==> src/rtl/icache_port_arbiter_if.sv <==
// Request/response bundle between the fetch unit, the CACHE-instruction
// unit, the ICache array and the port arbiter.
interface icache_port_arbiter_if;
  logic        f_req_valid;
  logic [7:0]  f_index;
  logic [19:0] f_tag;
  logic [3:0]  f_offset;
  logic        f_grant;

  logic        c_req_valid;
  logic [1:0]  c_op;
  logic [7:0]  c_index;
  logic [19:0] c_tag;
  logic        c_grant;
  logic        c_done;

  logic        redirect;
  logic        f_resp_valid;
  logic        f_resp_discard;

  logic        ic_valid;
  logic [1:0]  ic_op;
  logic [7:0]  ic_index;
  logic [19:0] ic_tag;
  logic [3:0]  ic_offset;
  logic        ic_busy;
  logic        ic_resp_valid;

  logic        arb_busy;
  logic        wdog_err;

  // Arbiter view
  modport slave (
    input  f_req_valid, f_index, f_tag, f_offset,
    input  c_req_valid, c_op, c_index, c_tag,
    input  redirect, ic_busy, ic_resp_valid,
    output f_grant, c_grant, c_done, f_resp_valid, f_resp_discard,
    output ic_valid, ic_op, ic_index, ic_tag, ic_offset,
    output arb_busy, wdog_err
  );

  // Requester / ICache view
  modport master (
    output f_req_valid, f_index, f_tag, f_offset,
    output c_req_valid, c_op, c_index, c_tag,
    output redirect, ic_busy, ic_resp_valid,
    input  f_grant, c_grant, c_done, f_resp_valid, f_resp_discard,
    input  ic_valid, ic_op, ic_index, ic_tag, ic_offset,
    input  arb_busy, wdog_err
  );
endinterface

==> src/rtl/icache_port_arbiter.sv <==
// Arbitrates the single ICache port between instruction fetch and CACHE
// instructions. One transaction outstanding; cache ops win unless a fetch
// has been starved for STARVE_MAX consecutive cache-op grants.
//
//   state       | meaning
//   S_IDLE      | no transaction; latch a request if one is eligible
//   S_REQ       | ic_valid asserted with held payload until ~ic_busy
//   S_WAIT_RESP | accepted; waiting for ic_resp_valid or watchdog expiry
module icache_port_arbiter #(
  parameter int STARVE_MAX = 3,
  parameter int WDOG_MAX   = 255
) (
  input logic clk,
  input logic reset,
  icache_port_arbiter_if.slave bus
);

  localparam int SW = (STARVE_MAX < 4) ? 2 : $clog2(STARVE_MAX + 1);
  localparam logic [SW-1:0] STARVE_TOP = SW'(STARVE_MAX);
  localparam logic [7:0]    WDOG_LAST  = 8'(WDOG_MAX - 1);
  localparam logic [1:0]    OP_FETCH   = 2'b11;

  typedef enum logic [1:0] {S_IDLE, S_REQ, S_WAIT_RESP} state_t;

  state_t        state_q, state_d;
  logic          owner_fetch_q, owner_fetch_d;
  logic          kill_q, kill_d;
  logic [SW-1:0] starve_q, starve_d;
  logic [7:0]    wdog_q, wdog_d;
  logic [1:0]    op_q, op_d;
  logic [7:0]    index_q, index_d;
  logic [19:0]   tag_q, tag_d;
  logic [3:0]    offset_q, offset_d;

  logic fetch_ok, cop_ok, fetch_wins, in_req;

  // State, bookkeeping and payload registers
  always_ff @(posedge clk or negedge reset) begin
    if (!reset) begin
      state_q       <= S_IDLE;
      owner_fetch_q <= 1'b0;
      kill_q        <= 1'b0;
      starve_q      <= '0;
      wdog_q        <= '0;
      op_q          <= '0;
      index_q       <= '0;
      tag_q         <= '0;
      offset_q      <= '0;
    end else begin
      state_q       <= state_d;
      owner_fetch_q <= owner_fetch_d;
      kill_q        <= kill_d;
      starve_q      <= starve_d;
      wdog_q        <= wdog_d;
      op_q          <= op_d;
      index_q       <= index_d;
      tag_q         <= tag_d;
      offset_q      <= offset_d;
    end
  end

  // Next-state, arbitration and output decode
  always_comb begin
    state_d       = state_q;
    owner_fetch_d = owner_fetch_q;
    kill_d        = kill_q;
    starve_d      = starve_q;
    wdog_d        = wdog_q;
    op_d          = op_q;
    index_d       = index_q;
    tag_d         = tag_q;
    offset_d      = offset_q;

    bus.f_grant        = 1'b0;
    bus.c_grant        = 1'b0;
    bus.c_done         = 1'b0;
    bus.f_resp_valid   = 1'b0;
    bus.f_resp_discard = 1'b0;
    bus.wdog_err       = 1'b0;

    // grants are gated by reset so every output is quiet while it is held
    fetch_ok   = bus.f_req_valid & ~bus.redirect & reset;
    cop_ok     = bus.c_req_valid & reset;
    fetch_wins = fetch_ok & ((starve_q == STARVE_TOP) | ~cop_ok);
    in_req     = (state_q == S_REQ);

    case (state_q)
      S_IDLE: begin
        if (fetch_wins) begin
          bus.f_grant   = 1'b1;
          owner_fetch_d = 1'b1;
          op_d          = OP_FETCH;
          index_d       = bus.f_index;
          tag_d         = bus.f_tag;
          offset_d      = bus.f_offset;
          starve_d      = '0;
          state_d       = S_REQ;
        end else if (cop_ok) begin
          bus.c_grant   = 1'b1;
          owner_fetch_d = 1'b0;
          op_d          = bus.c_op;
          index_d       = bus.c_index;
          tag_d         = bus.c_tag;
          offset_d      = '0;
          state_d       = S_REQ;
          if (!bus.f_req_valid)
            starve_d = '0;
          else if (starve_q != STARVE_TOP)
            starve_d = starve_q + 1'b1;
        end else if (!bus.f_req_valid) begin
          starve_d = '0;
        end
      end

      S_REQ: begin
        if (bus.redirect && owner_fetch_q) kill_d = 1'b1;
        if (!bus.ic_busy) begin
          wdog_d  = '0;
          state_d = S_WAIT_RESP;
        end
      end

      S_WAIT_RESP: begin
        if (bus.redirect && owner_fetch_q) kill_d = 1'b1;
        if (bus.ic_resp_valid) begin
          if (!owner_fetch_q)
            bus.c_done = 1'b1;
          else if (kill_q || bus.redirect)
            bus.f_resp_discard = 1'b1;
          else
            bus.f_resp_valid = 1'b1;
          kill_d  = 1'b0;
          state_d = S_IDLE;
        end else if (wdog_q == WDOG_LAST) begin
          bus.wdog_err       = 1'b1;
          bus.c_done         = ~owner_fetch_q;
          bus.f_resp_discard = owner_fetch_q;
          kill_d             = 1'b0;
          state_d            = S_IDLE;
        end else begin
          wdog_d = wdog_q + 8'd1;
        end
      end

      default: state_d = S_IDLE;
    endcase

    bus.ic_valid  = in_req;
    bus.ic_op     = in_req ? op_q     : 2'b00;
    bus.ic_index  = in_req ? index_q  : 8'h00;
    bus.ic_tag    = in_req ? tag_q    : 20'h0;
    bus.ic_offset = in_req ? offset_q : 4'h0;
    bus.arb_busy  = (state_q != S_IDLE);
  end

endmodule

==> src/flat_wrapper.sv <==
// flat-port wrapper written by rule: the top's interface ports become plain ports
module icache_port_arbiter_flat 
#(
  parameter int STARVE_MAX = 3,
  parameter int WDOG_MAX   = 255
)
  (clk, reset, bus_f_req_valid, bus_f_index, bus_f_tag, bus_f_offset, bus_c_req_valid, bus_c_op, bus_c_index, bus_c_tag, bus_redirect, bus_ic_busy, bus_ic_resp_valid, bus_f_grant, bus_c_grant, bus_c_done, bus_f_resp_valid, bus_f_resp_discard, bus_ic_valid, bus_ic_op, bus_ic_index, bus_ic_tag, bus_ic_offset, bus_arb_busy, bus_wdog_err);
  icache_port_arbiter_if bus_i ();
  input logic clk;
  input logic reset;
  input wire logic [$bits(bus_i.f_req_valid)-1:0] bus_f_req_valid;
  input wire logic [$bits(bus_i.f_index)-1:0] bus_f_index;
  input wire logic [$bits(bus_i.f_tag)-1:0] bus_f_tag;
  input wire logic [$bits(bus_i.f_offset)-1:0] bus_f_offset;
  input wire logic [$bits(bus_i.c_req_valid)-1:0] bus_c_req_valid;
  input wire logic [$bits(bus_i.c_op)-1:0] bus_c_op;
  input wire logic [$bits(bus_i.c_index)-1:0] bus_c_index;
  input wire logic [$bits(bus_i.c_tag)-1:0] bus_c_tag;
  input wire logic [$bits(bus_i.redirect)-1:0] bus_redirect;
  input wire logic [$bits(bus_i.ic_busy)-1:0] bus_ic_busy;
  input wire logic [$bits(bus_i.ic_resp_valid)-1:0] bus_ic_resp_valid;
  output wire logic [$bits(bus_i.f_grant)-1:0] bus_f_grant;
  output wire logic [$bits(bus_i.c_grant)-1:0] bus_c_grant;
  output wire logic [$bits(bus_i.c_done)-1:0] bus_c_done;
  output wire logic [$bits(bus_i.f_resp_valid)-1:0] bus_f_resp_valid;
  output wire logic [$bits(bus_i.f_resp_discard)-1:0] bus_f_resp_discard;
  output wire logic [$bits(bus_i.ic_valid)-1:0] bus_ic_valid;
  output wire logic [$bits(bus_i.ic_op)-1:0] bus_ic_op;
  output wire logic [$bits(bus_i.ic_index)-1:0] bus_ic_index;
  output wire logic [$bits(bus_i.ic_tag)-1:0] bus_ic_tag;
  output wire logic [$bits(bus_i.ic_offset)-1:0] bus_ic_offset;
  output wire logic [$bits(bus_i.arb_busy)-1:0] bus_arb_busy;
  output wire logic [$bits(bus_i.wdog_err)-1:0] bus_wdog_err;
  assign bus_i.f_req_valid = bus_f_req_valid;
  assign bus_i.f_index = bus_f_index;
  assign bus_i.f_tag = bus_f_tag;
  assign bus_i.f_offset = bus_f_offset;
  assign bus_i.c_req_valid = bus_c_req_valid;
  assign bus_i.c_op = bus_c_op;
  assign bus_i.c_index = bus_c_index;
  assign bus_i.c_tag = bus_c_tag;
  assign bus_i.redirect = bus_redirect;
  assign bus_i.ic_busy = bus_ic_busy;
  assign bus_i.ic_resp_valid = bus_ic_resp_valid;
  assign bus_f_grant = bus_i.f_grant;
  assign bus_c_grant = bus_i.c_grant;
  assign bus_c_done = bus_i.c_done;
  assign bus_f_resp_valid = bus_i.f_resp_valid;
  assign bus_f_resp_discard = bus_i.f_resp_discard;
  assign bus_ic_valid = bus_i.ic_valid;
  assign bus_ic_op = bus_i.ic_op;
  assign bus_ic_index = bus_i.ic_index;
  assign bus_ic_tag = bus_i.ic_tag;
  assign bus_ic_offset = bus_i.ic_offset;
  assign bus_arb_busy = bus_i.arb_busy;
  assign bus_wdog_err = bus_i.wdog_err;
  icache_port_arbiter #(.STARVE_MAX(STARVE_MAX), .WDOG_MAX(WDOG_MAX)) u_core (.clk(clk), .reset(reset), .bus(bus_i));
endmodule
==> config.mk <==
export PLATFORM = sky130hd
export DESIGN_NAME = icache_port_arbiter_flat
export DESIGN_NICKNAME = d
export VERILOG_FILES = /design/src/rtl/icache_port_arbiter_if.sv /design/src/rtl/icache_port_arbiter.sv /design/src/flat_wrapper.sv
export SDC_FILE = /design/constraint.sdc
export NUM_CORES = 1
export LEC_CHECK = 0
export BUFFER_PORTS_ARGS = -buffer_cell sky130_fd_sc_hd__buf_4
export CAP_MARGIN = 20
export CORE_MARGIN = 2
export CORE_UTILIZATION = 52
export DETAILED_ROUTE_END_ITERATION = 10
export PLACE_DENSITY = 0.83
export SLEW_MARGIN = 40
export SYNTH_ARGS = -nofsm -noshare
export SYNTH_HDL_FRONTEND = slang
export SYNTH_SLANG_ARGS = --single-unit
==> constraint.sdc <==
create_clock -name clk -period 3.6 [get_ports clk]
set_input_delay 0.18 -clock clk [delete_from_list [all_inputs] [get_ports clk]]
set_output_delay 0.18 -clock clk [all_outputs]
set_load 0.005 [all_outputs]
[Word-level counts from Yosys, hierarchy flattened]
Index checks and enable logic that the tools add are counted.
Operators by class
  $add $sub $neg: 2
  bitwise operators: 8
  multiplexer cells: 54
  reduce and logical (&&, ||, !) cells: 10
  equality and inequality tests: 12
Operator list (count)
  $mux 20: 3
  $mux 8: 6
  $mux 1: 26
  $mux 2: 13
  $pmux 8 s2: 1
  $mux 4: 3
  $ne 3x1->1 const B: 3
  $add 8x1->8 const B: 1
  $eq 8x8->1 const B: 1
  $ne 2x2->1 const B: 4
  $pmux 2 s3: 1
  $reduce_and 3->1: 2
  $reduce_bool 2->1: 3
  $and 1x1->1: 4
  $eq 2x2->1 const B: 2
  $reduce_and 4->1: 1
  $ne 3x2->1 const B: 1
  $not 1->1: 3
  $add 2x1->2 const B: 1
  $eq 2x1->1 const B: 1
  $logic_not 2->1: 1
  $pmux 1 s2: 1
  $reduce_and 2->1: 1
  $logic_and 1x1->1: 1
  other kinds (2): 2
Storage, ports and cells
  input bits: 69
  word-level logic and storage cells: 95
  register bits after elaboration: 48
  output and inout port bits: 42

[Longest topological paths before layout]
  depth in word-level cells: 6
  mapped depth: 8
  depth with buffers taken out: 6

[Least setup slack after synthesis]
OpenSTA, ideal clock, no wires.
  kind: reg-to-reg
  start: reg u_core.wdog_q[0]
  end: reg u_core.state_q[0]
  path slack: 1.859 ns
  arrival: 1.614 ns
  cell stages (with the launch flop): 7
  buffers on the path: 0
  period minus slack after synthesis: 1.741 ns
  data required time: 3.473 ns
  setup time: 0.127 ns
  cell sequence: dfrtp_1 -> inv_1 -> ha_1 -> nand3_2 -> or2_1 -> a221o_1 -> mux2_1
On the way
  word-level cells in the longest chain between the ends: 3
Ends and longest elaborated chain
  start, declared: line icache_port_arbiter.sv:29  | logic [7:0] wdog_q, wdog_d;
  start signal, assigned: line icache_port_arbiter.sv:54  | wdog_q <= wdog_d;
  $eq 8x8->1: line icache_port_arbiter.sv:134  | end else if (wdog_q == WDOG_LAST) begin
  $ne 3x2->1 (no source line)
  $reduce_and 3->1 (no source line)
  end signal, assigned: line icache_port_arbiter.sv:50  | state_q <= state_d;
  end, declared: line icache_port_arbiter.sv:25  | state_t state_q, state_d;
Every way passes these cells.
A chain may end at the register's enable or synchronous reset.

[Final worst setup path]
  start: reg u_core.starve_q[0]
  end: out bus_c_grant
On the way
  word-level cells in the longest chain between the ends: 5
Ends and longest elaborated chain
  start, declared: line icache_port_arbiter.sv:28  | logic [SW-1:0] starve_q, starve_d;
  start signal, assigned: line icache_port_arbiter.sv:53  | starve_q <= starve_d;
  $eq 2x2->1: line icache_port_arbiter.sv:84  | fetch_wins = fetch_ok & ((starve_q == STARVE_TOP) | ~cop_ok);
  $or 1x1->1: line icache_port_arbiter.sv:84
  $and 1x1->1: line icache_port_arbiter.sv:84
  $mux 1: line icache_port_arbiter.sv:89  | if (fetch_wins) begin
  $mux 1: line icache_port_arbiter.sv:87  | case (state_q)
  end, declared: line flat_wrapper.sv:23  | output wire logic [$bits(bus_i.c_grant)-1:0] bus_c_grant;
Every way passes these cells.

==> flow_summary.toml <==
[timing]
fin_skew_ps = 6.382
slew_headroom_pct = 58.23
period_share_pct = 61.88
worst_pin_slew_ps = 626.6
finalSetupViolCount = 0
finalWorstSetupSlack_ps = 1372
hold_violations = 0
max_freq_ghz = 0.4489
setup-tns-final_ps = 0
rsz0062_at_grt = "false"
final.min_clock_period_ps = 2228
maxSlewViolCount = 0

[synthesis]
synth_top_cell_area_share_pct = 44.59
avgSynthCellArea_um2 = 9.690
ys_seq_area_share_pct = 44.59
synth_flop_cell = "dfrtp_1"
synth-seq-cells = 48
async_flop_share_pct = 100.0
synth-edff-count = 0
syn_area_um2 = 2694
synthTopCellsByArea = "dfrtp_1 45%, mux2i_1 10%, and2_1 8.6%"
syn_inst = 278
ys_warn_count = 0
ys_types = 48
yosysTopAreaCell = "dfrtp_1"
syn_nets = 354

[layout]
antenna_cells = 0
syn2layout_area_growth_pct = 37.20
layout_common_cells = "112 x buf_4, 48 x dfrtp_1, 37 x and2_1"
fin_nets = 459
drive_above_1_share_pct = 33.42
final_util_pct = 73.30
mostFrequentLayoutCell = "buf_4"

[die]
die_h_um = 75.98
die_w_um = 75.98
pin_count = 111
core_area_um2 = 5042
start_util_pct = 53.42
dieArea_um2 = 5772
fp-row-count = 26

[routing]
wire_per_inst_um = 14.31
drt-vias-per-instance = 5.230
vias = 2369
drc_errors = 0
drt-pass1-iter-count = 4
routed_wirelength_um = 6482
drtIter0Drc = 105
ant_nets = 0

[power_and_ir_drop]
power.leakage_nw = 1.815
ir_drop_mv = 0.3371
total_power_mw = 2.088
power_per_cell_area_nw_per_um2 = 564.9

[clock_network]
clock_latency_ps = 300
cts.clk_slew.worst_paths_ps = 80
numCtsBuffers = 5
cts_setup_buffers = 0
tritoncts = "built"
cts_root_buffer = "clkbuf_8"
clk_path_buf_depth = 2
ctsResizeCount = 0
cts_sinks = 48
cts_hold_buf = 0
htree_levels = 2

[worst_setup_path]
cp.arrival_ps = 2050
critPathSlowestCell = "or3b_1"
rrSetupSlack_ps = 1680
crit_path_start_kind = "flip-flop"
cpPeakStageDelay_ps = 470
r2r_cells = 6
crit_fanout = 31
r2r-start = "u_core.wdog_q[0]"
crit_required_ps = 3420
setup.worst_path.class = "flip-flop to primary output"
critPathCaptureType = "primary output"
timing.rr.end = "u_core.state_q[1]"
path_cells = "ha_1 > nand2b_1 > and3_4 > or3b_1 > inv_1 > buf_4"

[grt]
track_usage_pct = 22.85
grt_pass1_wl_um = 10660
antenna_found_initial = 0
grt_max_degree = 53
grt-ovfl-total = 0
first_global_vias = 2313

[place]
gp_congestion = 0.8936
dp_hpwl_um = 4980
place.port_buffers = 110
dp_slack_ps = 1470

[worst_hold_path]
hp-class = "input port to asynchronous set/reset pin"

[status]
outcome = "finished, final reports clean"

[flow_run]
drv_cap = 0
==> area by class of cell <==
class	count	area, µm²
multi-input cells	206	1398
flip-flops and latches	48	1201
repair buffers	114	883.3
well taps	70	87.58
clock buffers	7	96.34
inverters	8	30.03
fillers	388	1346
==> registers in the layout, indices dropped and copies added (netlist names) <==
register,flops
u_core.owner_fetch_q,1
u_core.wdog_q,8
u_core.op_q,2
u_core.index_q,8
u_core.tag_q,20
u_core.state_q,2
u_core.starve_q,2
u_core.offset_q,4
u_core.kill_q,1
==> how the worst max path moves through the flow <==
stage / endpoint / from / slack (ps)
CTS: bus_c_grant / u_core.starve_q[0] / 1130
floorplan: u_core.state_q[0] / u_core.wdog_q[0] / 1860
detailed placement: bus_c_grant / u_core.starve_q[0] / 1470
global placement: bus_c_grant / u_core.starve_q[0] / 1500
finish: bus_c_grant / u_core.starve_q[0] / 1370
global route: bus_c_grant / u_core.starve_q[0] / 1220
==> logic make-up (layout without fill, tap and decap cells) <==
logic type,Yosys count,after routing,synth area share (%)
AND/OR/NAND/NOR,104,104,21.32
buffers and inverters,24,129,4.134
adder cells (fa/ha/maj),7,7,3.251
multiplexers,31,31,11.66
flip-flops,48,48,44.59
AO/OA/AOI/OAI,64,64,15.05
==> synthesized netlist by cell type (2+ instances only) <==
cell type	count
nor3b_1	2
inv_1	8
and2_1	37
nor2_1	9
o21ai_0	33
nand2_1	32
o211ai_1	2
nand3_1	5
buf_6	2
clkbuf_1	11
and3_1	3
a41oi_1	2
a21oi_1	3
mux2i_1	28
a22o_1	4
mux2_1	2
buf_2	2
nand2b_1	4
a31oi_1	5
o22a_1	2
dfrtp_1	48
ha_1	7
o21a_1	2
==> metal layers <==
| layer | global-route usage, % | vias to the layer above | wire length, µm |
|---|---|---|---|
| li1 | - | 1173 | - |
| met1 | 28.94 | 1110 | 2673 |
| met2 | 38.21 | 75 | 3259 |
| met3 | 5.687 | 11 | 418 |
| met4 | 8.364 | 0 | 129 |
| met5 | 0 | - | 0 |
==> stage by stage <==
step / instance area, µm² / cells / hold WS (ps)
2_1_floorplan: 2694 / 278 / -115.6
3_3_place_gp: 3553 / 444 / 355.4
3_5_place_dp: 3596 / 446 / 358.8
4_1_cts: 3692 / 453 / 33.85
5_1_grt: 3696 / 453 / 60.45
6_report: 3696 / 453 / 11.13
==> report_power, final <==
group	switching [mW]	internal, mW
clock network	0.164	0.171
logic	0.442	0.459
registers	0.111	0.740
==> worst max-delay path: cells and delay by family, from the launching register on <==
family | cells | cell delay (ps)
adder cells (fa/ha/maj) | 1 | 210
flip-flops | 1 | 400
buffers and inverters | 2 | 180
AND/OR/NAND/NOR | 3 | 950
(Power assumes the default switching activity.)
